File: src/rtl/uart_frame_rx.sv
// Framed-packet extractor behind a UART receiver: SYNC, LEN, payload, CHK.
// A payload is buffered and released as a valid/ready stream only after its checksum matches.
module uart_frame_rx #(
  parameter int              DATA      = 8,
  parameter logic [DATA-1:0] SYNC_BYTE = 8'hA5,
  parameter int              MAX_LEN   = 16,
  parameter int              TIMEOUT   = 104160
) (
  input  logic            clk,
  input  logic            rst,
  input  logic [DATA-1:0] data_in,
  input  logic            data_ready,
  output logic [DATA-1:0] out_data,
  output logic            out_valid,
  output logic            out_last,
  input  logic            out_ready,
  output logic            frame_ok,
  output logic            frame_err,
  output logic [1:0]      err_code,
  output logic            overrun,
  output logic            busy
);

  localparam int IDX_W = (MAX_LEN > 1) ? $clog2(MAX_LEN) : 1;
  localparam int TO_W  = $clog2(TIMEOUT + 1);

  localparam logic [DATA-1:0]  MAX_B  = DATA'(MAX_LEN);
  localparam logic [DATA-1:0]  ONE_B  = DATA'(1);
  localparam logic [IDX_W-1:0] ONE_I  = IDX_W'(1);
  localparam logic [TO_W-1:0]  ONE_T  = TO_W'(1);
  localparam logic [TO_W-1:0]  TO_LIM = TO_W'(TIMEOUT);

  typedef enum logic [2:0] {HUNT, LEN_S, PAYLOAD, CHECK, DRAIN} state_t;

  state_t           state_q, state_d;
  logic [DATA-1:0]  len_q, sum_q, last_pos;
  logic [IDX_W-1:0] wr_idx, rd_idx, nxt_rd;
  logic [TO_W-1:0]  idle_q;
  logic [DATA-1:0]  mem [MAX_LEN];

  logic       ok_d, err_d, ovr_d, len_ld, pl_wr, drain_ld, xfer, timed, timeout;
  logic [1:0] code_d;

  assign last_pos = len_q - ONE_B;
  assign nxt_rd   = rd_idx + ONE_I;

  always_comb begin
    // NOTE: every signal gets a default before the case so no path can infer a latch.
    state_d  = state_q;
    ok_d     = 1'b0;
    err_d    = 1'b0;
    ovr_d    = 1'b0;
    code_d   = err_code;
    len_ld   = 1'b0;
    pl_wr    = 1'b0;
    drain_ld = 1'b0;
    xfer     = 1'b0;
    timed    = (state_q == LEN_S) || (state_q == PAYLOAD) || (state_q == CHECK);
    timeout  = timed && !data_ready && (idle_q == TO_LIM);

    case (state_q)
      HUNT: if (data_ready && data_in == SYNC_BYTE) state_d = LEN_S;
      LEN_S: if (data_ready) begin
        if (data_in == '0 || data_in > MAX_B) begin
          err_d   = 1'b1;
          code_d  = 2'd1;
          state_d = HUNT;
        end else begin
          len_ld  = 1'b1;
          state_d = PAYLOAD;
        end
      end
      PAYLOAD: if (data_ready) begin
        pl_wr = 1'b1;
        if (DATA'(wr_idx) == last_pos) state_d = CHECK;
      end
      CHECK: if (data_ready) begin
        if (data_in == sum_q) begin
          ok_d     = 1'b1;
          drain_ld = 1'b1;
          state_d  = DRAIN;
        end else begin
          err_d   = 1'b1;
          code_d  = 2'd2;
          state_d = HUNT;
        end
      end
      DRAIN: begin
        // Bytes arriving while the buffer drains are dropped and reported.
        ovr_d = data_ready;
        xfer  = out_valid && out_ready;
        if (xfer && out_last) state_d = HUNT;
      end
      default: state_d = HUNT;
    endcase

    if (timeout) begin
      err_d   = 1'b1;
      code_d  = 2'd3;
      state_d = HUNT;
    end
  end

  always_ff @(posedge clk or negedge rst) begin
    if (!rst) state_q <= HUNT;
    else      state_q <= state_d;
  end

  // NOTE: the payload buffer has no reset; it is always written before it is read.
  always_ff @(posedge clk) begin
    if (pl_wr) mem[wr_idx] <= data_in;
  end

  always_ff @(posedge clk or negedge rst) begin
    if (!rst) begin
      len_q     <= '0;
      sum_q     <= '0;
      wr_idx    <= '0;
      rd_idx    <= '0;
      idle_q    <= '0;
      out_data  <= '0;
      out_valid <= 1'b0;
      out_last  <= 1'b0;
      frame_ok  <= 1'b0;
      frame_err <= 1'b0;
      err_code  <= 2'd0;
      overrun   <= 1'b0;
      busy      <= 1'b0;
    end else begin
      // Idle counter restarts on any byte and on every state change.
      if (!timed || data_ready || state_d != state_q) idle_q <= '0;
      else                                            idle_q <= idle_q + ONE_T;

      if (len_ld) begin
        len_q  <= data_in;
        sum_q  <= data_in;
        wr_idx <= '0;
      end
      if (pl_wr) begin
        sum_q  <= sum_q + data_in;
        wr_idx <= wr_idx + ONE_I;
      end

      if (drain_ld) begin
        rd_idx    <= '0;
        out_valid <= 1'b1;
        out_data  <= mem[0];
        out_last  <= (len_q == ONE_B);
      end else if (xfer) begin
        if (out_last) begin
          out_valid <= 1'b0;
          out_last  <= 1'b0;
        end else begin
          rd_idx   <= nxt_rd;
          out_data <= mem[nxt_rd];
          out_last <= (DATA'(nxt_rd) == last_pos);
        end
      end

      frame_ok  <= ok_d;
      frame_err <= err_d;
      overrun   <= ovr_d;
      err_code  <= code_d;
      busy      <= (state_d != HUNT);
    end
  end

endmodule

File: config.mk
export PLATFORM = sky130hd
export DESIGN_NAME = uart_frame_rx
export DESIGN_NICKNAME = d
export VERILOG_FILES = /design/src/rtl/uart_frame_rx.sv
export SDC_FILE = /design/constraint.sdc
export NUM_CORES = 1
export LEC_CHECK = 0
export ABC_AREA = 1
export CAP_MARGIN = 0
export CORE_UTILIZATION = 49
export DETAILED_ROUTE_END_ITERATION = 16
export HOLD_SLACK_MARGIN = 0.1
export PLACE_DENSITY = 0.64
export SKIP_CTS_REPAIR_TIMING = 1
export SYNTH_ARGS = -nofsm -noshare
export SYNTH_HDL_FRONTEND = slang
export SYNTH_SLANG_ARGS = --single-unit
File: constraint.sdc
create_clock -name clk -period 2.7 [get_ports clk]
set_clock_uncertainty 0.05 [all_clocks]
set_input_delay 0.54 -clock clk [delete_from_list [all_inputs] [get_ports clk]]
set_output_delay 0.54 -clock clk [all_outputs]
set_load 0.005 [all_outputs]
==> results of run 1 <==
## final cells by class
| cell class | count | area share (%) |
|---|---|---|
| clock buffer | 17 | 4.20 |
| timing repair buffer | 81 | 7.39 |
| tap | 225 | 2.78 |
| multi-input combinational | 543 | 28.4 |
| inverter | 69 | 2.56 |
| sequential | 188 | 52.8 |
| clock inverter | 14 | 1.82 |
## metal layers
| layer | global-route usage (%) | part of all wire [%] |
|---|---|---|
| met1 | 32.5 | 43 |
| met2 | 37.3 | 48 |
| met3 | 3.94 | 5.1 |
| met4 | 12.7 | 3.9 |
| met5 | 0 | 0 |
## flip-flops by register name, indices dropped and copies added (netlist names)
signal,cells
idle_q,17
state_q,3
rd_idx,4
overrun,1
mem,128
sum_q,8
len_q,8
frame_ok,1
out_valid,1
wr_idx,4
busy,1
out_last,1
frame_err,1
err_code,2
out_data,8
## layout by cell type, fill, tap and decap left out, types with 6 or more instances in the layout
master / instances
nor2_1: 155
edfxtp_1: 128
o21ai_0: 112
nand2_1: 92
inv_1: 65
dfrtp_1: 59
buf_4: 47
nand3_1: 35
o211ai_1: 27
clkdlybuf4s50_1: 26
clkbuf_16: 17
ha_1: 16
xor2_1: 15
a21oi_1: 11
nor2_4: 11
nor3_1: 10
nand4_1: 9
o22ai_1: 6
o21bai_1: 6
buf_12: 6
## critical path: stages
cell and delay [ns]:
clkdlybuf4s50_1 0.53, ha_1 0.37, inv_1 0.08, nand3_1 0.10
nor3_2 0.21, nand3_2 0.15, o21ai_2 0.24, o21ai_0 0.15
o21bai_1 0.18, o21ai_0 0.08
## stage by stage
| step | power [mW] | worst slack, ns | instances |
|---|---|---|---|
| after global placement | 3.88 | -0.0623 | 1105 |
| after detailed placement | 3.92 | -0.0792 | 1105 |
| final | 6.45 | 0.360 | 1137 |
| after global routing | 6.68 | 0.188 | 1137 |
| after CTS | 6.48 | 0.359 | 1136 |
| after floorplan | 3.65 | 0.540 | 832 |
## power breakdown
part | internal (mW) | switching [mW] | leakage [nW]
sequential | 3.16 | 0.0684 | 1.88
clock | 1.48 | 1.11 | 0.291
combinational | 0.263 | 0.374 | 1.68
total | 4.90 | 1.55 | 3.84
## worst paths after layout
check                           slack (ns)  cells past startpoint     endpoint
worst min-delay path                  0.43                      1    idle_q[0]
min in group asynchronous             0.51                      2  out_data[5]
worst min register to register        0.43                      1    idle_q[0]
worst max register to register        0.41                      9  out_data[6]
max in group asynchronous             1.51                      3  err_code[0]
worst max-delay path                  0.36                     10  out_data[1]
## logic make-up after synthesis
logic type	share of synthesized area, %
adders and majority gates	2.55
xor gates and xnor gates	2.11
AOI/OAI and AO/OA	11.6
DFF	61.9
and+or+nand+nor	17.0
buffers and inverters	4.84
==> summary.txt, run 1 <==
Synth
  • Number of synthesized flops with an enable pin: 128
  • Mapped cell area: 8640 sq um
  • Syn Nets: 861
  • Most numerous cell in the Yosys netlist: nor2_1
  • Flops & latches, synth: 188
  • Avg Cell Area, Syn: 10.4 sq um
  • Synth area leader: edfxtp_1
  • Synth unique cells: 44
  • Cell count after synthesis: 832
  • Synth area leaders: edfxtp_1 44%, dfrtp_1 17%, nor2_1 6.7%
  • Synth cell count leaders: 155 x nor2_1, 128 x edfxtp_1, 112 x o21ai_0
  • Synth top area share: 44.5%
  • Register area share after synthesis: 61.9%
  • Async set-reset flop share out of synthesis: 31.9%
  • Synth Flop Type: edfxtp_1
  • Yosys warns: 0

Global routing
  • Number of global-route vias before repair: 6142
  • Antenna violations before repair: 0
  • First-pass GRT wire length: 32.7 mm
  • Pin count of the biggest net entering global routing: 69
  • Total gr overflow: 0
  • Total GRT Usage: 24.0%

Critical path
  • Critical path startpoint: data_in[3]
  • Reg2reg start: rd_idx[0]
  • CP max FO: 14
  • Critical path class: input pin to flip-flop
  • Required time of the critical path: 2.99 ns
  • Startpoint Class: input pin
  • Critical path capture point type: flip-flop
  • CP arrival: 2.63 ns

Timing
  • Final count of negative-setup-slack endpoints: 0
  • Max Slew Vio Count: 0
  • Final hold vios: 0
  • Hold WS: 0.434 ns
  • Final TNS setup: 0 ns
  • Fin crit period: 2.34 ns
  • Period utilization: 86.7%
  • RSZ-0062 raised after global routing: no
  • Max-slew headroom: 65.9%
  • Tightest Pin Transition: 0.512 ns
  • Fmax: 427 MHz

Clock network
  • Root Driver: clkbuf_16
  • Clock Latency Late Sink: 0.43 ns
  • Htree depth: 4
  • Clk buf depth: 2
  • CTS Sinks: 188
  • CTS clock-pin slew for the worst setup and hold paths: 0.07 ns
  • CTS tree: built
  • Num CTS Buffers: 17

Routing
  • DRT Wirelength: 20.1 mm
  • Drt via density: 5.48
  • Post-route ant nets: 0
  • WL per Instance: 17.6 um
  • DRC viols: 0
  • Pre-antenna DRT Iters: 5
  • Drt initial violations: 438
  • Vias: 6229

Cells and area
  • Register area: 5350 sq um
  • Multi-input logic area: 2880 sq um
  • Fin nets: 929
  • Share of post-route cells with drive strength above 1: 13.2%
  • Syn-to-layout area delta: 17.1%
  • Fillers: 1419
  • ANT cells: 0
  • Final core utilization: 58.7%
  • Final Cell Area: 10100 sq um

Floorplanning
  • Total die area: 18200 sq um
  • Num rows: 48
  • Die Y: 135 um
  • Core area: 17200 sq um
  • Starting density of the core: 50.1%
  • IO Count: 28
  • Die width: 135 um

Hold path
  • HP Start: idle_q[0]
  • Hold crit path type: flip-flop to flip-flop

Outcome
  • Status: finished, final reports clean

Placed design
  • Placed wire-length estimate: 13.3 mm
  • Placed instance area: 9500 sq um
  • Port bufs: 27
  • RD Place Congestion: 0.902

Power
  • Leakage: 3.84 nW
  • VDD IR-drop max: 0.466 mV
  • PwrDens: 637 nW/um^2

Flow run
  • Max Cap Viol: 0
Power figures use the tool's default switching activity.
==> inputs of run 2 (changes only) <==
- GPL_ROUTABILITY_DRIVEN: unset -> 0
==> results of run 2 <==
The final DEF is identical to that of run 1; final timing and power are the same.
